### src/rtl/rvga_xalu_pkg.sv
// rvga_xalu_pkg: encodings shared by the rvga execute unit.
// Optional M extension enabled by RVGA_XALU_MULDIV_EN.
package rvga_xalu_pkg;

  typedef enum logic [2:0] {
    e_rvga_funct3_add  = 3'd0,
    e_rvga_funct3_sll  = 3'd1,
    e_rvga_funct3_slt  = 3'd2,
    e_rvga_funct3_sltu = 3'd3,
    e_rvga_funct3_xor  = 3'd4,
    e_rvga_funct3_sr   = 3'd5,
    e_rvga_funct3_or   = 3'd6,
    e_rvga_funct3_and  = 3'd7
  } rvga_funct3_e;

  typedef enum logic [2:0] {
    e_rvga_mdop_mul    = 3'd0,
    e_rvga_mdop_mulh   = 3'd1,
    e_rvga_mdop_mulhsu = 3'd2,
    e_rvga_mdop_mulhu  = 3'd3,
    e_rvga_mdop_div    = 3'd4,
    e_rvga_mdop_divu   = 3'd5,
    e_rvga_mdop_rem    = 3'd6,
    e_rvga_mdop_remu   = 3'd7
  } rvga_mdop_e;

  typedef enum logic [1:0] {
    IDLE,
    BUSY,
    FIX,
    DONE
  } rvga_xalu_state_e;

endpackage

### src/rtl/rvga_muldiv_iter.sv
// rvga_muldiv_iter: radix-2 magnitude multiply / restoring divide,
// one bit per cycle for WIDTH cycles; acc_o = {hi, lo}.
module rvga_muldiv_iter #(
  parameter int WIDTH = 32
) (
  input  logic               clk_i,
  input  logic               reset_n_i,
  input  logic               flush_i,
  input  logic               start_i,
  input  logic               div_i,
  input  logic [WIDTH-1:0]   a_i,
  input  logic [WIDTH-1:0]   b_i,
  output logic               done_o,
  output logic [2*WIDTH-1:0] acc_o
);
  localparam int CW = $clog2(WIDTH);

  logic               busy;
  logic               div;
  logic [CW-1:0]      cnt;
  logic [WIDTH-1:0]   b;
  logic [2*WIDTH-1:0] acc;
  logic [2*WIDTH-1:0] acc_d;
  logic [WIDTH-1:0]   hi;
  logic [WIDTH-1:0]   lo;
  logic [WIDTH:0]     sum;
  logic [WIDTH:0]     shl;
  logic [WIDTH:0]     diff;

  assign done_o = busy & (cnt == CW'(WIDTH-1));
  assign acc_o  = acc;

  always_comb begin
    hi   = acc[2*WIDTH-1:WIDTH];
    lo   = acc[WIDTH-1:0];
    sum  = {1'b0, hi} + (lo[0] ? {1'b0, b} : '0);
    shl  = {hi, lo[WIDTH-1]};
    diff = shl - {1'b0, b};
    // lo doubles as multiplier shifting out / quotient shifting in
    if (div) begin
      if (diff[WIDTH])
        acc_d = {shl[WIDTH-1:0], lo[WIDTH-2:0], 1'b0};
      else
        acc_d = {diff[WIDTH-1:0], lo[WIDTH-2:0], 1'b1};
    end else begin
      acc_d = {sum, lo[WIDTH-1:1]};
    end
  end

  always_ff @(posedge clk_i) begin
    if (!reset_n_i) begin
      busy <= 1'b0;
      div  <= 1'b0;
      cnt  <= '0;
      b    <= '0;
      acc  <= '0;
    end else if (flush_i) begin
      busy <= 1'b0;
    end else if (start_i) begin
      busy <= 1'b1;
      div  <= div_i;
      cnt  <= '0;
      b    <= b_i;
      acc  <= {{WIDTH{1'b0}}, a_i};
    end else if (busy) begin
      acc <= acc_d;
      cnt <= cnt + 1'b1;
      if (done_o) busy <= 1'b0;
    end
  end

endmodule

### src/rtl/rvga_xalu.sv
// rvga_xalu: handshaked EX unit, RV32I/RV64I ALU plus iterative
// M extension when RVGA_XALU_MULDIV_EN is defined.
module rvga_xalu
  import rvga_xalu_pkg::*;
#(
  parameter int WIDTH   = 32,
  parameter int SHAMT_W = $clog2(WIDTH)
) (
  input  logic             clk_i,
  input  logic             reset_n_i,
  input  logic             v_i,
  output logic             ready_o,
  input  logic [WIDTH-1:0] a_i,
  input  logic [WIDTH-1:0] b_i,
  input  logic [2:0]       op_i,
  input  logic             alt_i,
  input  logic             mul_i,
  input  logic             flush_i,
  output logic             v_o,
  input  logic             ready_i,
  output logic [WIDTH-1:0] res_o,
  output logic             illegal_o
);
  rvga_xalu_state_e state, state_d;

  logic [WIDTH-1:0]        res;
  logic                    ill;
  logic                    accept;
  logic                    go_busy;
  logic                    eng_done;
  logic [WIDTH-1:0]        base_res;
  logic [WIDTH-1:0]        acc_res;
  logic                    acc_ill;
  logic [SHAMT_W-1:0]      shamt;
  logic signed [WIDTH-1:0] sra;

  assign ready_o   = (state == IDLE)
                   | ((state == DONE) & ready_i);
  assign accept    = v_i & ready_o & ~flush_i;
  assign v_o       = (state == DONE);
  assign res_o     = res;
  assign illegal_o = ill;

  always_comb begin
    shamt    = b_i[SHAMT_W-1:0];
    sra      = $signed(a_i) >>> shamt;
    base_res = '0;
    unique case (op_i)
      e_rvga_funct3_add:
        base_res = alt_i ? a_i - b_i : a_i + b_i;
      e_rvga_funct3_sll:
        base_res = a_i << shamt;
      e_rvga_funct3_slt:
        base_res = {{(WIDTH-1){1'b0}},
                    $signed(a_i) < $signed(b_i)};
      e_rvga_funct3_sltu:
        base_res = {{(WIDTH-1){1'b0}}, a_i < b_i};
      e_rvga_funct3_xor:
        base_res = a_i ^ b_i;
      e_rvga_funct3_sr:
        base_res = alt_i ? sra : a_i >> shamt;
      e_rvga_funct3_or:
        base_res = a_i | b_i;
      e_rvga_funct3_and:
        base_res = a_i & b_i;
    endcase
  end

`ifdef RVGA_XALU_MULDIV_EN
  localparam logic [WIDTH-1:0] MIN =
    {1'b1, {(WIDTH-1){1'b0}}};

  logic               a_sgn, b_sgn, neg, neg_q;
  logic               dz, ovf, short;
  logic [WIDTH-1:0]   a_mag, b_mag;
  logic [WIDTH-1:0]   short_res, fix_res;
  logic [WIDTH-1:0]   quo, rem;
  logic [2:0]         op_q;
  logic [2*WIDTH-1:0] acc, prod;

  always_comb begin
    a_sgn = a_i[WIDTH-1]
          & (op_i == e_rvga_mdop_mulh
           | op_i == e_rvga_mdop_mulhsu
           | op_i == e_rvga_mdop_div
           | op_i == e_rvga_mdop_rem);
    b_sgn = b_i[WIDTH-1]
          & (op_i == e_rvga_mdop_mulh
           | op_i == e_rvga_mdop_div
           | op_i == e_rvga_mdop_rem);
    a_mag = a_sgn ? -a_i : a_i;
    b_mag = b_sgn ? -b_i : b_i;
    // remainder takes the dividend's sign
    neg   = (op_i == e_rvga_mdop_rem) ? a_sgn
                                       : a_sgn ^ b_sgn;
    dz    = (b_i == '0);
    ovf   = (op_i == e_rvga_mdop_div
           | op_i == e_rvga_mdop_rem)
          & (a_i == MIN) & (&b_i);
    short = op_i[2] & (dz | ovf);
    if (dz)
      short_res = op_i[1] ? a_i : '1;
    else
      short_res = op_i[1] ? '0 : MIN;
    go_busy = mul_i & ~short;
    acc_res = mul_i ? short_res : base_res;
    acc_ill = 1'b0;
  end

  always_comb begin
    prod    = neg_q ? -acc : acc;
    quo     = acc[WIDTH-1:0];
    rem     = acc[2*WIDTH-1:WIDTH];
    fix_res = '0;
    unique case (op_q)
      e_rvga_mdop_mul:    fix_res = prod[WIDTH-1:0];
      e_rvga_mdop_mulh,
      e_rvga_mdop_mulhsu,
      e_rvga_mdop_mulhu:  fix_res = prod[2*WIDTH-1:WIDTH];
      e_rvga_mdop_div,
      e_rvga_mdop_divu:   fix_res = neg_q ? -quo : quo;
      e_rvga_mdop_rem,
      e_rvga_mdop_remu:   fix_res = neg_q ? -rem : rem;
    endcase
  end

  always_ff @(posedge clk_i) begin
    if (!reset_n_i) begin
      op_q  <= '0;
      neg_q <= 1'b0;
    end else if (accept) begin
      op_q  <= op_i;
      neg_q <= neg;
    end
  end

  rvga_muldiv_iter #(.WIDTH(WIDTH)) engine (
    .clk_i     (clk_i),
    .reset_n_i (reset_n_i),
    .flush_i   (flush_i),
    .start_i   (accept & go_busy),
    .div_i     (op_i[2]),
    .a_i       (a_mag),
    .b_i       (b_mag),
    .done_o    (eng_done),
    .acc_o     (acc)
  );
`else
  assign eng_done = 1'b0;

  always_comb begin
    go_busy = 1'b0;
    acc_res = mul_i ? '0 : base_res;
    acc_ill = mul_i;
  end
`endif

  always_comb begin
    state_d = state;
    unique case (state)
      IDLE: state_d = IDLE;
      BUSY: if (eng_done) state_d = FIX;
      FIX:  state_d = DONE;
      DONE: if (ready_i) state_d = IDLE;
    endcase
    if (accept) state_d = go_busy ? BUSY : DONE;
    if (flush_i) state_d = IDLE;
  end

  always_ff @(posedge clk_i) begin
    if (!reset_n_i) begin
      state <= IDLE;
      res   <= '0;
      ill   <= 1'b0;
    end else begin
      state <= state_d;
      if (accept) begin
        res <= acc_res;
        ill <= acc_ill;
      end
`ifdef RVGA_XALU_MULDIV_EN
      else if (state == FIX) begin
        res <= fix_res;
      end
`endif
    end
  end

endmodule

### config.mk
export PLATFORM = sky130hd
export DESIGN_NAME = rvga_xalu
export DESIGN_NICKNAME = d
export VERILOG_FILES = /design/src/rtl/rvga_xalu_pkg.sv /design/src/rtl/rvga_muldiv_iter.sv /design/src/rtl/rvga_xalu.sv
export SDC_FILE = /design/constraint.sdc
export NUM_CORES = 1
export LEC_CHECK = 0
export CORE_ASPECT_RATIO = 1.1
export CORE_MARGIN = 4
export CORE_UTILIZATION = 57
export CTS_CLUSTER_DIAMETER = 120
export DETAILED_ROUTE_END_ITERATION = 6
export PLACE_DENSITY = 0.8
export SYNTH_ARGS = -nofsm -noshare
export SYNTH_HDL_FRONTEND = slang
export SYNTH_SLANG_ARGS = --single-unit
### constraint.sdc
create_clock -name clk_i -period 12.45 [get_ports clk_i]
set_input_delay 2.49 -clock clk_i [delete_from_list [all_inputs] [get_ports clk_i]]
set_output_delay 2.49 -clock clk_i [all_outputs]
set_load 0.02 [all_outputs]
==> impl_metrics.tcl, run 1 <==
set metrics [dict create \
    worstMarginPinSlew_ns 1.21 \
    max_freq_ghz 0.147 \
    synth_top_family_by_area "compound AO/OA/AOI/OAI gates" \
    holdPathStages 2 \
    insertion_delay_ns 0.30 \
    num_rows 50 \
    drt_iter0_markers 2078 \
    vias 12350 \
    cts.clk_slew.worst_paths_ns 0.07 \
    relSlewSlack_pct 18.5 \
    r2r_start "state[0]$_SDFFE_PP0P_" \
    hold_buffers 0 \
    yosysUniqueCellTypes 78 \
    start_kind "input pin" \
    setup_ws_ns 5.64 \
    die_y_um 147 \
    critPathRequiredTime_ns 12.60 \
    synth_top_flop_cell "dfxtp_1" \
    synth_compound_area_share_pct 34.6 \
    synthTopCellsByArea "ha_1 (12%), mux4_2 (12%), a21oi_1 (7.4%)" \
    rr_worst_depth 8 \
    wl_per_cell_um 26.8 \
    area_delta_synth_final_pct 12.7 \
    cts_buffers 5 \
    cts_buffer_depth 2 \
    synth_top_area_share_pct 12.1 \
    seq_area_frac_synth_pct 6.80 \
    synthCells 1395 \
    drv_cap 0 \
    place_inst 1655 \
    critPathMaxFanout 73 \
    first_global_vias 11402 \
    cts_max_level 2 \
    wirelength_um 44500 \
    num_antenna_cells 0 \
    synth_edf_count 0 \
    root_buffer "clkbuf_16" \
    slew_viol_final 0 \
    yosysWarnings 0 \
    max_stage_delay_ns 0.71 \
    drc_errors 0 \
    ir_drop_mv 0.0468 \
    p_per_area_nw_per_um2 66.4 \
    pre_cts_slack_ns 5.45 \
    arrival_ns 6.96 \
    yosys.area_share.simple_pct 18.8 \
    grt_usage_pct 43.1 \
    synthAdderAreaFrac_pct 12.5 \
    firstDrtPassIters 6 \
    initial_core_util_pct 58.4 \
    drive_gt1_share_pct 8.47 \
    syn-cell-area_um2 10000 \
    path_class "input pin to flip-flop" \
    path_delay_family "compound AO/OA/AOI/OAI gates" \
    fin_cells 1663 \
    rsz0062_at_grt "false" \
    status "complete, no violations" \
    hold_violations 0 \
    io_buffers 108 \
    finalCriticalPeriod_ns 6.81 \
    finalClockSkew_ns 0.00549 \
    path_cells "buf_2 > buf_4 > clkinv_1 > ha_1 > o21ba_2 > or4_4 > a2111oi_4 > o41ai_4 > a2111oi_4 > o41ai_2 > a2111oi_4 > a2111oi_2" \
    antenna_found_initial 0 \
    syn_avg_cell_area_um2 7.18 \
    grt_max_degree 74 \
    die_area_um2 19800 \
    fin_crit_sh_pct 54.7 \
    die_w_um 134 \
    crit_top_cell "a2111oi_4" \
    grt-ovfl-total 0 \
    crit_cells 12 \
    synthTopCellsByCount "a21oi_1 (149), nor2_1 (149), o21ai_0 (109)" \
    synthXorXnorAreaFrac_pct 1.49 \
    synthesis.nets 1568 \
    end_kind "flip-flop" \
    dpl.hpwl_um 33900 \
    cts_tree "done" \
    synth.ff_latch_count 34 \
    fp.coreArea_um2 17100 \
    slowest_stage "buf_4" \
    hold_path_class "flip-flop to flip-flop" \
    cts_resized 0 \
    whs_endpoint "illegal_o$_SDFFE_PN0P_" \
    r2r-end "res_o[14]$_SDFFE_PN0P_" \
    yosys.area.top_type "ha_1" \
    fin_setup_tns_ns 0 \
    setup_violations 0 \
    synthMuxAreaShare_pct 17.7 \
    cts.sinks 34 \
    whs_ns 0.463 \
    fin_nets 1601 \
    num_io_pins 109 \
    synthArstFlopShare_pct 0 \
    post_cts_buffers 0 \
    worstHoldStart "illegal_o$_SDFFE_PN0P_" \
    p_leak_nw 4.44 \
    via_per_inst 7.43 \
    gp_congestion 1.10 \
    grt_first_pass_wirelength_um 66700 \
    ant_nets 0 \
    cp.buffers_inverters 3 \
    r2r_setup_slack_ns 9.57 \
]
[layout make-up]
cell class	instances	area, um2
Inverter	104	390
Multi-Input combinational cell	1150	8520
Sequential cell	34	681
Clock buffer	7	133
Clock inverter	1	30.0
Fill cell	1565	5860
Timing Repair Buffer	133	1240
Tap cell	234	293
[placed cells by master, fill, tap and decap left out, drive strengths merged, types with 8 or more instances in the layout]
cell           instances
nor2                 149
a21oi                149
o21ai                111
clkdlybuf4s50        102
inv                  102
nand2                 98
ha                    97
mux4                  53
mux2i                 45
a211oi                45
nor3                  40
nand3                 40
dfxtp                 34
buf                   31
o211ai                18
a221oi                17
a21o                  16
a31oi                 16
xnor2                 16
o221ai                14
o31ai                 12
o22ai                 12
a2111oi               12
mux2                  11
nor2b                 10
nand2b                10
and3                   9
a311oi                 9
or3                    8
o21a                   8
[stage by stage]
step                      area, um2  total power [mW]  util (%)
final                         11300             0.749      65.8
after global routing          11300             0.772      65.8
after CTS                     11300             0.724      65.8
after detailed placement      11100             0.570      64.9
after global placement        11100             0.567      64.9
after floorplan               10000             0.417         -
[routing by layer]
layer	vias up	global-route usage (%)	part of all wire [%]
met2	1108	65.6	43
met4	0	21.6	6.7
met3	242	9.45	14
li1	5328	-	-
met1	5672	57.7	36
met5	-	0	0
[registers in the layout (all words and copies together) (netlist names)]
name,cells
illegal_o,1
res_o,32
state,1
[kinds of logic (layout without fill, tap and decap cells)]
logic type / count (synthesis) / count (layout)
buffers and inverters: 211 / 245
AO/OA/AOI/OAI: 515 / 515
multiplexers: 109 / 109
XOR/XNOR: 17 / 17
AND/OR/NAND/NOR: 410 / 410
flip-flops: 34 / 34
adder cells (fa/ha/maj): 99 / 99
[worst max path at each step]
stage	startpoint	end	slack (ns)
2_1_floorplan	b_i[2]	res_o[23]$_SDFFE_PN0P_	6.11
3_5_place_dp	b_i[1]	res_o[23]$_SDFFE_PN0P_	5.45
6_report	b_i[1]	res_o[23]$_SDFFE_PN0P_	5.64
4_1_cts	b_i[1]	res_o[23]$_SDFFE_PN0P_	5.76
5_1_grt	b_i[1]	res_o[31]$_SDFFE_PN0P_	5.48
3_3_place_gp	b_i[1]	res_o[23]$_SDFFE_PN0P_	5.64
[report_power, final]
group          internal (mW)  switching [mW]  total, mW
clock                 0.0952          0.0622      0.157
combinational          0.174           0.303      0.476
sequential             0.112         0.00316      0.115
total                  0.381           0.368      0.749
[worst register-to-register path: stages, from the launching register on]
cell	delay, ns
dfxtp_1	0.31
nor2b_1	0.15
inv_1	0.09
nand3b_1	0.08
buf_4	0.27
nor2_1	0.61
nand2_1	0.53
a21oi_1	0.56
a32o_1	0.24
Power figures use the tool's default switching activity.
==> run 2, diff against run 1 <==
Clock period 12.45 ns to 6.78 ns, I/O delays scaled along.
==> run 2 against run 1 <==
  * Register-to-register slack got worse by 5.6 ns
  * Combinational power rose by 84%
  * Sequential share of layout area barely moved
  * Worst hold slack improved by 0.0011 ns
  * Non-clock buffer count rose by 1
  * Flip-flop and latch count did not move
  * Utilization barely moved
  * Largest power group unchanged
  * Highest routed layer is now met5
==> impl_metrics.tcl, run 2 (synthesis results as in run 1) <==
set metrics [dict create \
    status "complete, no violations" \
    cts_tree "done" \
    power_mw 1.34 \
    drc_errors 0 \
    startpoint "a_i[12]" \
    initial_core_util_pct 58.4 \
    finalCriticalPeriod_ns 5.12 \
    num_io_pins 109 \
    die_w_um 134 \
    die_y_um 147 \
    die_area_um2 19800 \
    power.share.clock_pct 19.3 \
    fill_cells 1601 \
    r2r-end "res_o[14]$_SDFFE_PN0P_" \
    ir_drop_mv 0.0947 \
    cts.sinks 34 \
    drive_gt1_share_pct 8.60 \
    grt-ovfl-total 0 \
    critPathMaxFanout 15 \
    intPower_mw 0.671 \
    cts_buffers 5 \
    whs_ns 0.464 \
    hold_violations 0 \
    cts_buffer_depth 2 \
    p_per_area_nw_per_um2 119 \
    hold_buffers 0 \
    grt_usage_pct 42.4 \
    largest_register_ffs 32 \
    holdPathStages 2 \
    layout_common_cells "nor2_1 (149), a21oi_1 (149), o21ai_0 (109), clkdlybuf4s50_1 (102), inv_1 (101)" \
    cts_resized 0 \
    via_per_inst 7.34 \
    dpl.hpwl_um 33500 \
    slew_viol_final 0 \
    end_kind "flip-flop" \
    insertion_delay_ns 0.30 \
    cts_max_level 2 \
    finish.utilization_pct 65.8 \
    vias 12215 \
    wl_per_cell_um 26.3 \
    start_kind "input pin" \
    drt_iter0_markers 1930 \
    root_buffer "clkbuf_16" \
    finalClockSkew_ns 0.00942 \
    io_buffers 108 \
    post_cts_buffers 0 \
    p_comb_share_pct 65.0 \
    num_antenna_cells 0 \
    grt_max_degree 73 \
    critPathRequiredTime_ns 6.95 \
    r2r_start "state[0]$_SDFFE_PP0P_" \
    crit_path_end "res_o[29]$_SDFFE_PN0P_" \
    p_leak_nw 4.44 \
    arrival_ns 5.29 \
    rr_worst_depth 8 \
    fin_crit_sh_pct 75.5 \
    area_delta_synth_final_pct 12.6 \
    first_global_vias 11024 \
    cts.clk_slew.worst_paths_ns 0.07 \
    antenna_found_initial 1 \
    drv_cap 0 \
    fp.coreArea_um2 17100 \
    wirelength_um 43800 \
    max_freq_ghz 0.195 \
    rsz0062_at_grt "false" \
    worstMarginPinSlew_ns 1.09 \
    relSlewSlack_pct 26.6 \
    fin_nets 1602 \
    grt_first_pass_wirelength_um 65600 \
    ant_nets 0 \
    pwr-share-seq_pct 15.7 \
    firstDrtPassIters 6 \
    switching_power_mw 0.674 \
    swShare_pct 50.1 \
    path_class "input pin to flip-flop" \
    fin_setup_tns_ns 0 \
    hold_path_class "flip-flop to flip-flop" \
    gp_congestion 1.14 \
    r2r_setup_slack_ns 3.94 \
    setup_violations 0 \
    num_rows 50 \
]
## run 2: per-stage QoR
step	area, um2	worst slack (ns)	std cells
after floorplan	10000	1.57	1395
after detailed placement	11100	1.59	1656
after global placement	11100	1.74	1656
after global routing	11300	1.55	1664
after CTS	11300	1.86	1664
final	11300	1.66	1664
## run 2: final cells by class
type                    count  area (um2)  area share (%)
clock buffers               7         143            1.26
flip-flops and latches     34         681            6.04
repair buffers            134        1250            11.1
clock inverters             1        5.00          0.0444
multi-input cells        1150        8520            75.5
well taps                 234         293            2.60
inverters                 104         390            3.46
## run 2: worst max-delay path: stages
cell	delay, ns
clkdlybuf4s50_1	0.81
inv_1	0.11
ha_1	0.61
nand4_1	0.21
nor4_1	0.34
o21ai_0	0.42
a2111oi_0	0.69
o22ai_1	0.21
o2111ai_1	0.30
a21o_1	0.15
a31oi_1	0.07
## run 2: how the worst min path moves through the flow
stage                     slack, ns                     end              startpoint
after floorplan                0.53  illegal_o$_SDFFE_PN0P_  illegal_o$_SDFFE_PN0P_
after global placement         0.44   res_o[9]$_SDFFE_PN0P_   res_o[9]$_SDFFE_PN0P_
after detailed placement       0.45  res_o[11]$_SDFFE_PN0P_  res_o[11]$_SDFFE_PN0P_
after CTS                      0.46   res_o[1]$_SDFFE_PN0P_   res_o[1]$_SDFFE_PN0P_
after global routing           0.49  res_o[11]$_SDFFE_PN0P_  res_o[11]$_SDFFE_PN0P_
final                          0.46   res_o[1]$_SDFFE_PN0P_   res_o[1]$_SDFFE_PN0P_
## run 2: layer usage
| layer | global-route usage [%] | vias to the layer above | wire length (um) |
|---|---|---|---|
| met3 | 8.80 | 209 | 5810 |
| met4 | 17.5 | 2 | 2560 |
| li1 | - | 5329 | - |
| met2 | 65.0 | 1021 | 18800 |
| met5 | 0 | - | 13 |
| met1 | 58.1 | 5654 | 16700 |
## run 2: power groups by stage
stage,Combinational (mW),Clock [mW],Sequential (mW)
6_report,0.874,0.260,0.211
5_1_grt,0.920,0.264,0.211
4_1_cts,0.835,0.256,0.211
3_5_place_dp,0.831,0,0.215
3_3_place_gp,0.825,0,0.215
2_1_floorplan,0.544,0,0.221
